### config.mk
export PLATFORM = sky130hd
export DESIGN_NAME = router_input_fifo
export DESIGN_NICKNAME = d
export VERILOG_FILES = /design/src/rtl/router_input_fifo.sv
export SDC_FILE = /design/constraint.sdc
export NUM_CORES = 1
export LEC_CHECK = 0
export BUFFER_PORTS_ARGS = -buffer_cell sky130_fd_sc_hd__buf_2
export CORE_MARGIN = 3
export CORE_UTILIZATION = 35
export CTS_CLUSTER_DIAMETER = 40
export CTS_CLUSTER_SIZE = 25
export DETAILED_ROUTE_END_ITERATION = 8
export GPL_ROUTABILITY_DRIVEN = 0
export PLACE_DENSITY_LB_ADDON = 0.1
export SYNTH_ARGS = -nofsm -noshare
export SYNTH_HDL_FRONTEND = slang
export SYNTH_SLANG_ARGS = --single-unit
### constraint.sdc
create_clock -name clk -period 3.43 [get_ports clk]
set_clock_uncertainty 0.05 [all_clocks]
set_input_delay 1.029 -clock clk [delete_from_list [all_inputs] [get_ports clk]]
set_output_delay 1.029 -clock clk [all_outputs]
set_load 0.02 [all_outputs]
### src/rtl/router_input_fifo.sv
// router_input_fifo: RTS/CTS receiver for one router input port; buffers flits for the N/E/W/S/L arbiters.
// Latency: CTS is registered one cycle after DRTS; a flit written at edge k shows on Data_out in cycle k+1.
// Backpressure: CTS is withheld while full, so upstream holds DRTS; optional sticky err flags via FIFO_ERR_DETECT_EN.
module router_input_fifo #(
    parameter int DATA_WIDTH = 32,
    parameter int DEPTH      = 4,
    localparam int PTR_W     = $clog2(DEPTH)
) (
    input  logic                  clk,
    input  logic                  rst,
    input  logic [DATA_WIDTH-1:0] RX,
    input  logic                  DRTS,
    input  logic [4:0]            read_en,
    output logic                  CTS,
    output logic [DATA_WIDTH-1:0] Data_out,
    output logic                  empty,
    output logic                  full
`ifdef FIFO_ERR_DETECT_EN
    ,
    output logic [1:0]            err
`endif
);

    localparam logic [PTR_W-1:0] PTR_ONE = (PTR_W)'(1);
    localparam logic [PTR_W:0]   CNT_ONE = (PTR_W + 1)'(1);
    localparam logic [PTR_W:0]   CNT_MAX = (PTR_W + 1)'(DEPTH);

    logic [DATA_WIDTH-1:0] mem [DEPTH];
    logic [PTR_W-1:0]      read_ptr;
    logic [PTR_W-1:0]      write_ptr;
    logic [PTR_W:0]        count;
    logic                  write;
    logic                  read;

    assign empty    = (count == '0);
    assign full     = (count == CNT_MAX);
    assign Data_out = mem[read_ptr];

    // A CTS pulse with DRTS dropped is simply lost; CTS is gated by full, so no write ever lands on a full buffer.
    assign write = DRTS & CTS;
    assign read  = (|read_en) & ~empty;

    always_ff @(posedge clk) begin
        if (rst) begin
            CTS       <= 1'b0;
            read_ptr  <= '0;
            write_ptr <= '0;
            count     <= '0;
            for (int i = 0; i < DEPTH; i++) begin
                mem[i] <= '0;
            end
        end else begin
            CTS <= ~CTS & DRTS & ~full;
            if (write) begin
                mem[write_ptr] <= RX;
                write_ptr      <= write_ptr + PTR_ONE;
            end
            if (read) begin
                read_ptr <= read_ptr + PTR_ONE;
            end
            case ({write, read})
                2'b10:   count <= count + CNT_ONE;
                2'b01:   count <= count - CNT_ONE;
                default: count <= count;
            endcase
        end
    end

`ifdef FIFO_ERR_DETECT_EN
    logic multi_rd;

    // Clearing the lowest set bit leaves something only if two or more bits were high.
    assign multi_rd = |(read_en & (read_en - 5'd1));

    always_ff @(posedge clk) begin
        if (rst) begin
            err <= 2'b00;
        end else begin
            if ((|read_en) && empty) begin
                err[0] <= 1'b1;
            end
            if (multi_rd) begin
                err[1] <= 1'b1;
            end
        end
    end
`endif

endmodule

==> results.md <==
* RSZ-0062 raised after global routing: false
* Reg power frac at 0.419
* Worst slew pin tran at 580 ps
* Area Overhead vs Synth at 20.5%
* Post-synthesis sequential area ratio at 0.671
* Final worst path period share at 0.873
* CP Max Fanout at 18
* Netlist cell types at 34
* Number of DRC violations after detailed-routing iteration 0 at 189
* Max Cap Viol at 0
* Setup TNS at 0 ps
* Worst-skew pair later-pin latency at 410 ps
* Post-route minimum period at 3000 ps
* Fin nets at 490
* First-pass GRT wire length at 20,200 um
* Max Fclk at 334 MHz
* DRC Markers at 0
* Slew HR at 0.613
* Starting Density at 0.361
* N_diodes at 0
* Syn avg cell area at 16.6 um^2
* CTS Sinks at 138
* Layout cells sized above 1 at 0.347
* Buffers on Ports at 74
* GRT overflow at 0
* Hold WC Path Type: reg2reg
* Post-cts sizing count at 0
* # fillers at 1,581
* Initial antenna violation count at 1
* Vias in the first global route at 3,550
* Cts hold-fix bufs at 0
* First-pass iteration count of the detailed router at 4
* Static Leak at 2.76 nW
* Crit start category: flip-flop
* CP required at 2350 ps
* Clk pwr share at 0.352
* Core ar. at 16,700 um^2
* Htree depth at 4
* Final Slew Violations at 0
* Post-route ant nets at 0
* Outcome: complete, no violations
* Rows at 47
* Crit end category: output pin
* GRT Overall Usage at 0.149
* Pwr Density at 662 nW/um^2
* CTS tree: built
* Clock transition at the registers of the reported paths at 60 ps
* Final WL at 13,200 um
* Max Root-Sink Buffers at 2
* Vias at 3,242
* Cells after synthesis at 363
* Count of final hold-check violations at 0
* VDD IR max at 0.368 mV
* Yosys warning total at 0
* Die width at 137 um
* Pin count of the biggest net entering global routing at 33
* Setup violators final at 0
* Synth Register Bits at 138
* Clock root buffer: clkbuf_16
* DIE AREA at 18,800 um^2
* Gate power share at 0.229
* Total CTS buffers at 17
* Sequential cell area at 4050 um^2
* Synthesized cell area at 6020 um^2
* Sw Share at 0.281
* Post-synth net total at 405
* Net Switching at 1.35 mW
* WP data arrival at 1920 ps
* Die Y at 137 um
* Internal power at 3.46 mW
* Tot Pwr at 4.80 mW
* Setup Fix Bufs, Post-CTS at 0
* Area of the multi-input gates at 1860 um^2
* I/O pin cnt at 75
* Final HPWL DP at 7810 um
* WL/cell at 19.3 um
* CP Class: reg2out
* Via density at 4.76
==> worst paths after layout <==
path         startpoint  cells after the start  slack, ps            to
max reg2reg    count[0]                      8       1290      count[2]
min            count[2]                      2        470      count[2]
max           flip-flop                      3        430  Data_out[31]
min reg2reg    count[2]                      2        470      count[2]
==> stage by stage <==
step | hold slack [ps] | cells | setup WS, ps | utilization | cell area [um^2]
6_report | 472 | 681 | 434 | 0.435 | 7260
5_1_grt | 494 | 681 | 332 | 0.435 | 7260
4_1_cts | 471 | 681 | 342 | 0.435 | 7260
3_5_place_dp | 464 | 649 | 560 | 0.402 | 6710
3_3_place_gp | 439 | 649 | 656 | 0.402 | 6710
2_1_floorplan | 428 | 363 | 254 | - | 6020
==> kinds of logic (layout without fill, tap and decap cells) <==
family | count (synthesis) | in the layout | synth area share
and+or+nand+nor | 150 | 150 | 0.159
xor gates and xnor gates | 4 | 4 | 0.00581
adders and majority gates | 2 | 2 | 0.00540
DFF | 138 | 138 | 0.671
buffers and inverters | 26 | 124 | 0.0245
AOI/OAI and AO/OA | 8 | 8 | 0.00872
muxes | 35 | 35 | 0.125
==> critical path, cell delays in order, from the launching register on <==
cell and delay, ps:
dfxtp_2 670, buf_4 300, mux4_2 350, buf_2 180
==> power groups by stage <==
stage,clock (mW),sequential (mW),combinational (mW)
finish,1.69,2.02,1.10
floorplan,0,2.01,0.807
detailed placement,0,2.05,1.12
global route,1.80,2.03,1.19
CTS,1.73,2.02,1.13
global placement,0,2.05,1.11
==> per-layer routing <==
| metal | vias up | share of wire | GRT usage |
|---|---|---|---|
| met5 | - | 0.00053 | 0 |
| met4 | 2 | 0.013 | 0.0432 |
| met1 | 1640 | 0.43 | 0.185 |
| met3 | 16 | 0.052 | 0.0478 |
| li1 | 1512 | - | - |
| met2 | 72 | 0.51 | 0.252 |
==> area by class of cell <==
class / count / area share
sequential: 138 / 0.557
multi-input combinational: 199 / 0.257
clock buffer: 26 / 0.0705
timing repair buffer: 87 / 0.0696
tap: 220 / 0.0379
clock inverter: 6 / 0.00517
inverter: 5 / 0.00259
==> synthesized netlist by cell type <==
cell type / n / area (um^2)
and2_1: 128 / 801
edfxtp_1: 128 / 3840
mux4_2: 32 / 721
dfxtp_1: 10 / 200
nor2_1: 8 / 30.0
buf_2: 7 / 35.0
inv_1: 5 / 18.8
buf_6: 4 / 45.0
clkbuf_1: 4 / 15.0
xor2_1: 4 / 35.0
a21oi_1: 3 / 15.0
buf_1: 3 / 11.3
buf_4: 3 / 22.5
mux2_2: 2 / 22.5
nor3_2: 2 / 20.0
o21bai_1: 2 / 15.0
a211oi_1: 1 / 7.51
a41o_1: 1 / 10.0
and3_1: 1 / 6.26
and3b_2: 1 / 10.0
and3b_4: 1 / 12.5
fa_1: 1 / 20.0
ha_1: 1 / 12.5
mux2_1: 1 / 11.3
nand2_2: 1 / 6.26
nand2b_1: 1 / 6.26
nand3_1: 1 / 5.00
nor2b_1: 1 / 6.26
nor4_2: 1 / 12.5
nor4_4: 1 / 21.3
nor4b_1: 1 / 8.76
o21ai_0: 1 / 5.00
or2_2: 1 / 6.26
or3_1: 1 / 6.26
==> flip-flops by register name (all words and copies together), names as in the netlist, named ones only <==
signal and count:
write_ptr 2, mem 128, CTS 1, count 3, read_ptr 2
==> layout by cell type, fill, tap and decap left out, drive strengths merged, types with 2 or more instances in the layout <==
cell type  Yosys  routed
clkbuf         4      26
mux4          32      32
mux2           3       3
edfxtp       128     128
clkinvlp       0       3
o21bai         2       2
inv            5       5
nor2           8       8
buf           17      87
dfxtp         10      10
and2         128     128
and3b          2       2
nor4           2       2
a21oi          3       3
clkinv         0       3
xor2           4       4
nor3           2       2
(Power assumes the default switching activity.)
